File: src/rtl/hazard_pkg.sv
// Shared definitions for the RV32I pipeline hazard controller:
// forwarding select encodings and the watchdog FSM state encoding.
package hazard_pkg;

    localparam logic [1:0] FWD_RF  = 2'b00;  // operand from register file
    localparam logic [1:0] FWD_WB  = 2'b01;  // operand from writeback result
    localparam logic [1:0] FWD_MEM = 2'b10;  // operand from memory-stage ALU result

    typedef enum logic [1:0] {
        ST_RUN   = 2'b00,
        ST_WAIT  = 2'b01,
        ST_ERROR = 2'b10
    } state_t;

endpackage

File: src/rtl/hazard_fwd_sel.sv
// EX-stage forwarding select for one source operand.
// The memory-stage producer is newer than the writeback one, so it wins.
module hazard_fwd_sel
    import hazard_pkg::*;
#(
    parameter int REG_ADDR_W = 5
) (
    input  logic [REG_ADDR_W-1:0] rs_i,
    input  logic [REG_ADDR_W-1:0] rd_m_i,
    input  logic [REG_ADDR_W-1:0] rd_w_i,
    input  logic                  reg_write_m_i,
    input  logic                  reg_write_w_i,
    output logic [1:0]            sel_o
);

    // Pick the youngest in-flight producer of rs_i; x0 is never forwarded.
    always_comb begin
        sel_o = FWD_RF;
        if (reg_write_m_i && (rd_m_i != '0) && (rd_m_i == rs_i)) begin
            sel_o = FWD_MEM;
        end else if (reg_write_w_i && (rd_w_i != '0) && (rd_w_i == rs_i)) begin
            sel_o = FWD_WB;
        end
    end

endmodule

File: src/rtl/hazard_ctrl.sv
// Pipeline hazard controller for the 5-stage RV32I core: forwarding selects,
// load-use stall, taken-branch flush, memory-busy freeze and a sticky
// memory-wait watchdog. Optional perf counters are built when the macro
// HAZARD_PERF_EN is defined; otherwise StallCnt/FlushCnt are tied to zero.
module hazard_ctrl
    import hazard_pkg::*;
#(
    parameter int REG_ADDR_W = 5,
    parameter int TIMEOUT    = 16,
    parameter int CNT_W      = $clog2(TIMEOUT + 1),
    parameter int PERF_W     = 32
) (
    input  logic                  clk,
    input  logic                  rst,
    input  logic [REG_ADDR_W-1:0] Rs1D,
    input  logic [REG_ADDR_W-1:0] Rs2D,
    input  logic [REG_ADDR_W-1:0] Rs1E,
    input  logic [REG_ADDR_W-1:0] Rs2E,
    input  logic [REG_ADDR_W-1:0] RdE,
    input  logic [REG_ADDR_W-1:0] RdM,
    input  logic [REG_ADDR_W-1:0] RdW,
    input  logic                  ResultSrcE0,
    input  logic                  RegWriteM,
    input  logic                  RegWriteW,
    input  logic                  PCSrcE,
    input  logic                  MemBusyM,
    output logic                  StallF,
    output logic                  StallD,
    output logic                  StallE,
    output logic                  StallM,
    output logic                  FlushD,
    output logic                  FlushE,
    output logic [1:0]            ForwardAE,
    output logic [1:0]            ForwardBE,
    output logic                  MemTimeout,
    output logic [PERF_W-1:0]     StallCnt,
    output logic [PERF_W-1:0]     FlushCnt
);

    state_t           state_q;
    logic [CNT_W-1:0] wcnt_q;
    logic             timeout_q;
    logic [1:0]       fwd_a;
    logic [1:0]       fwd_b;
    logic             load_use;
    logic             in_error;

    hazard_fwd_sel #(.REG_ADDR_W(REG_ADDR_W)) u_fwd_a (
        .rs_i          (Rs1E),
        .rd_m_i        (RdM),
        .rd_w_i        (RdW),
        .reg_write_m_i (RegWriteM),
        .reg_write_w_i (RegWriteW),
        .sel_o         (fwd_a)
    );

    hazard_fwd_sel #(.REG_ADDR_W(REG_ADDR_W)) u_fwd_b (
        .rs_i          (Rs2E),
        .rd_m_i        (RdM),
        .rd_w_i        (RdW),
        .reg_write_m_i (RegWriteM),
        .reg_write_w_i (RegWriteW),
        .sel_o         (fwd_b)
    );

    assign load_use   = ResultSrcE0 && (RdE != '0) && ((RdE == Rs1D) || (RdE == Rs2D));
    assign in_error   = (state_q == ST_ERROR);
    assign MemTimeout = timeout_q;

    // Watchdog FSM: counts consecutive busy cycles, ERROR is absorbing until reset.
    always_ff @(posedge clk) begin
        if (rst) begin
            state_q   <= ST_RUN;
            wcnt_q    <= '0;
            timeout_q <= 1'b0;
        end else begin
            case (state_q)
                ST_RUN: begin
                    if (MemBusyM) begin
                        state_q <= ST_WAIT;
                        wcnt_q  <= CNT_W'(1);
                    end
                end
                ST_WAIT: begin
                    if (!MemBusyM) begin
                        state_q <= ST_RUN;
                        wcnt_q  <= '0;
                    end else if (wcnt_q == CNT_W'(TIMEOUT - 1)) begin
                        state_q   <= ST_ERROR;
                        timeout_q <= 1'b1;
                    end else begin
                        wcnt_q <= wcnt_q + CNT_W'(1);
                    end
                end
                ST_ERROR: begin
                    state_q   <= ST_ERROR;
                    timeout_q <= 1'b1;
                end
                default: begin
                    state_q <= ST_RUN;
                    wcnt_q  <= '0;
                end
            endcase
        end
    end

    // Stall/flush/forward arbitration: reset > error > freeze > branch > load-use.
    always_comb begin
        StallF    = 1'b0;
        StallD    = 1'b0;
        StallE    = 1'b0;
        StallM    = 1'b0;
        FlushD    = 1'b0;
        FlushE    = 1'b0;
        ForwardAE = fwd_a;
        ForwardBE = fwd_b;
        if (rst) begin
            FlushD    = 1'b1;
            FlushE    = 1'b1;
            ForwardAE = FWD_RF;
            ForwardBE = FWD_RF;
        end else if (in_error) begin
            StallF    = 1'b1;
            StallD    = 1'b1;
            StallE    = 1'b1;
            StallM    = 1'b1;
            ForwardAE = FWD_RF;
            ForwardBE = FWD_RF;
        end else if (MemBusyM) begin
            // Branch and load-use inputs sit in frozen regs and resolve after the freeze.
            StallF = 1'b1;
            StallD = 1'b1;
            StallE = 1'b1;
            StallM = 1'b1;
        end else if (PCSrcE) begin
            // The decode instruction is discarded, so a same-cycle load-use is moot.
            FlushD = 1'b1;
            FlushE = 1'b1;
        end else if (load_use) begin
            StallF = 1'b1;
            StallD = 1'b1;
            FlushE = 1'b1;
        end
    end

`ifdef HAZARD_PERF_EN
    logic [PERF_W-1:0] stall_cnt_q;
    logic [PERF_W-1:0] flush_cnt_q;
    logic              stall_any;
    logic              flush_any;

    assign stall_any = (StallF || StallD || StallE || StallM) && !in_error;
    assign flush_any = (FlushD || FlushE) && !rst;
    assign StallCnt  = stall_cnt_q;
    assign FlushCnt  = flush_cnt_q;

    // Saturating perf counters for stall and flush cycles.
    always_ff @(posedge clk) begin
        if (rst) begin
            stall_cnt_q <= '0;
            flush_cnt_q <= '0;
        end else begin
            if (stall_any && (stall_cnt_q != '1)) begin
                stall_cnt_q <= stall_cnt_q + PERF_W'(1);
            end
            if (flush_any && (flush_cnt_q != '1)) begin
                flush_cnt_q <= flush_cnt_q + PERF_W'(1);
            end
        end
    end
`else
    assign StallCnt = '0;
    assign FlushCnt = '0;
`endif

endmodule

File: config.mk
export PLATFORM = sky130hd
export DESIGN_NAME = hazard_ctrl
export DESIGN_NICKNAME = d
export VERILOG_FILES = /design/src/rtl/hazard_pkg.sv /design/src/rtl/hazard_fwd_sel.sv /design/src/rtl/hazard_ctrl.sv
export SDC_FILE = /design/constraint.sdc
export NUM_CORES = 1
export LEC_CHECK = 0
export BUFFER_PORTS_ARGS = -buffer_cell sky130_fd_sc_hd__buf_2
export CAP_MARGIN = 20
export CORE_UTILIZATION = 39
export CTS_CLUSTER_SIZE = 10
export DETAILED_ROUTE_END_ITERATION = 10
export PLACE_DENSITY = 0.82
export SLEW_MARGIN = 20
export SYNTH_ARGS = -nofsm -noshare
export SYNTH_HDL_FRONTEND = slang
export SYNTH_SLANG_ARGS = --single-unit
export TNS_END_PERCENT = 50
File: constraint.sdc
create_clock -name clk -period 2.3 [get_ports clk]
set_input_delay 0.345 -clock clk [delete_from_list [all_inputs] [get_ports clk]]
set_output_delay 0.345 -clock clk [all_outputs]
set_load 0.005 [all_outputs]
==> metrics.txt <==
Primary FF master, synth dfxtp_1; largest net degree at the start of global routing 12; Mean Syn Cell Area 7.779 µm²; Layout Nets 271; via count roughly 1100; crit path max fanout 4; # IOs 117; status finished, final reports clean; Post-DP HPWL between 2000 and 2500 µm; Cell Rows 21; CP max-delay cell dfxtp_1; synth cell count leaders buf_4, xor2_1, xnor2_1, nor2_1, dfxtp_1; initial core utilization 0.4079; switching pwr 0.1518 mW; Congestion Overflow GR 0; Max Clk Rate 520.7 MHz; peak supply drop approximately 0.000089 V; Final Hold Viols 0; Comb pwr share 0.392; #FFs+latches synth 8; port bufs 52; Yosys warnings 0; most frequent cell after synthesis buf_4; setup TNS 0 ns; CTS Buf Count 3; cts hold-fix bufs 0; startpoint types flop; final setup violation count 0; Power per Cell Area 295.5 mW/mm²; Post-synth EDFFs 0; die area around 0.0037 mm²; Setup CP Type reg2out; Slew Limit Fails 0; postcts setup bufs 0; internal power 0.2730 mW; fin crit share 0.8350; Post-Syn Area between 0.001 and 0.0015 mm²; reg2reg setup slack between 0.5 and 0.6 ns; Final min period 1.921 ns; clock-pin slew on the worst setup and hold paths 0.05 ns; cts repair resizes 0; number of distinct library cells after synthesis 39; vias per inst slightly above 4; ANT cells 0; WHS 0.3786 ns; area grow syn2layout 5.607%; Clock Latency Late Sink around 0.26 ns; # H-tree levels 1; clock sink count 8; Worst Setup End Kind output pin; post-synth top area share 0.3640; DIE WIDTH roughly 61 µm; CTS root buffer clkbuf_4; # DRC 0; RSZ-0062 raised after global routing no; crit path DAT 1.58 ns; Cells after Synth 175; cell taking the most area after synthesis buf_4; vias in the first global route about 810; Switching Fraction 0.3574; die height 61.08 µm; Clock Path Buffers 2; asr flop ratio synth 0; required time of the critical path 1.96 ns; share of layout cells above drive strength 1 0.2844; sequential area share after synthesis 0.1176; maxcap violations 0; Post-DRT Antenna Nets 0; critical-path cell list nor2b_2, nor2_1, a21oi_1, inv_1, o31ai_1, buf_2; slowest stage delay, CP approximately 0.36 ns; Buf+Inv Stages, Crit Path 2; fraction of power consumed by sequential logic 0.340; clock skew between 0.003 and 0.004 ns; Leak approximately 0.74 nW; Tightest Hold Check Type in2reg; global placer's final weighted congestion 0.7790; Core ar. 0.003337 mm²; Routed Wire Length 2436 µm; first-pass GRT wire length about 3300 µm; initial antenna violation count 0; clock share of power 0.269; fillers 358; gr usage total 0.1217; iteration count of the initial detailed-routing pass 6; Largest delay share family, worst path compound AO/OA/AOI/OAI gates; DR iter-0 viols 60; WL/cell 8.989 µm; dominant cells by area after synthesis buf_4, xor2_1, dfxtp_1; CTS tree yes
cell type report:
class / instances / area, µm² / share of cell area
clock buffers: 3 / 22.52 / 0.01567
inverters: 4 / 15.01 / 0.01044
repair buffers: 53 / 267.8 / 0.1862
well taps: 46 / 57.56 / 0.04003
flip-flops and latches: 8 / 160.2 / 0.1114
multi-input cells: 157 / 914.6 / 0.6362
routing by layer:
layer / up-vias / track usage / wire length, µm
li1: 548 / - / -
met1: 482 / 0.1183 / 830
met2: 58 / 0.2484 / 1408
met3: 5 / 0.01471 / 157
met4: 0 / 0.05844 / 40
met5: - / 0 / 0
registers in the layout, indices dropped and copies added (netlist names):
name        count
wcnt_q          5
state_q         2
MemTimeout      1
path summary, 6_finish.rpt:
kind	startpoint	to	cells after the start
setup / recovery	state_q[1]$_SDFFE_PP0P_	StallF	6
setup reg to reg	wcnt_q[0]$_SDFFE_PP0P_	wcnt_q[4]$_SDFFE_PP0P_	6
hold reg to reg	MemTimeout$_SDFFE_PP0P_	MemTimeout$_SDFFE_PP0P_	2
hold / removal	rst	wcnt_q[3]$_SDFFE_PP0P_	2
placed cells by master (no fill, tap or decap), types with 2 or more instances in the layout:
master / netlist / layout
or4_1: 2 / 2
nor3_1: 4 / 4
o21ai_0: 2 / 2
inv_1: 4 / 4
nand3_1: 4 / 4
conb_1: 1 / 64
nor2b_1: 2 / 2
clkbuf_4: 0 / 3
a21oi_1: 4 / 4
nor3_2: 2 / 2
o22a_1: 3 / 3
o31ai_1: 2 / 2
xor2_1: 20 / 20
nand2_1: 4 / 4
nor2_1: 10 / 10
xnor2_1: 12 / 12
dfxtp_1: 8 / 8
buf_2: 1 / 52
nor4_1: 2 / 2
ha_1: 2 / 2
cell families after synthesis:
logic type               after synthesis  synth area share
adder cells (fa/ha/maj)                2           0.01838
multiplexers                           2           0.01562
XOR/XNOR                              32            0.2059
buffers and inverters                 73            0.3842
flip-flops                             8            0.1176
AO/OA/AOI/OAI                         17           0.08549
other                                  1          0.002755
AND/OR/NAND/NOR                       40            0.1700
per-stage QoR:
step / instance area, µm² / util / total power, mW / instances / worst slack (ns)
after floorplan: 1598 / - / 0.3222 / 238 / 0.5901
after global placement: 1415 / 0.4241 / 0.3073 / 268 / 0.4527
after detailed placement: 1415 / 0.4241 / 0.3126 / 268 / 0.4247
after CTS: 1438 / 0.4308 / 0.4255 / 271 / 0.3676
after global routing: 1438 / 0.4308 / 0.4587 / 271 / 0.2468
final: 1438 / 0.4308 / 0.4248 / 271 / 0.3795
power groups by stage:
stage                     clock network, mW  logic, mW  registers, mW
after floorplan                           0      0.176          0.146
after global placement                    0      0.160          0.147
after detailed placement                  0      0.165          0.147
after CTS                             0.115      0.166          0.144
after global routing                  0.122      0.192          0.145
final                                 0.114      0.166          0.144
No activity file was read; power rests on OpenSTA's default activity.
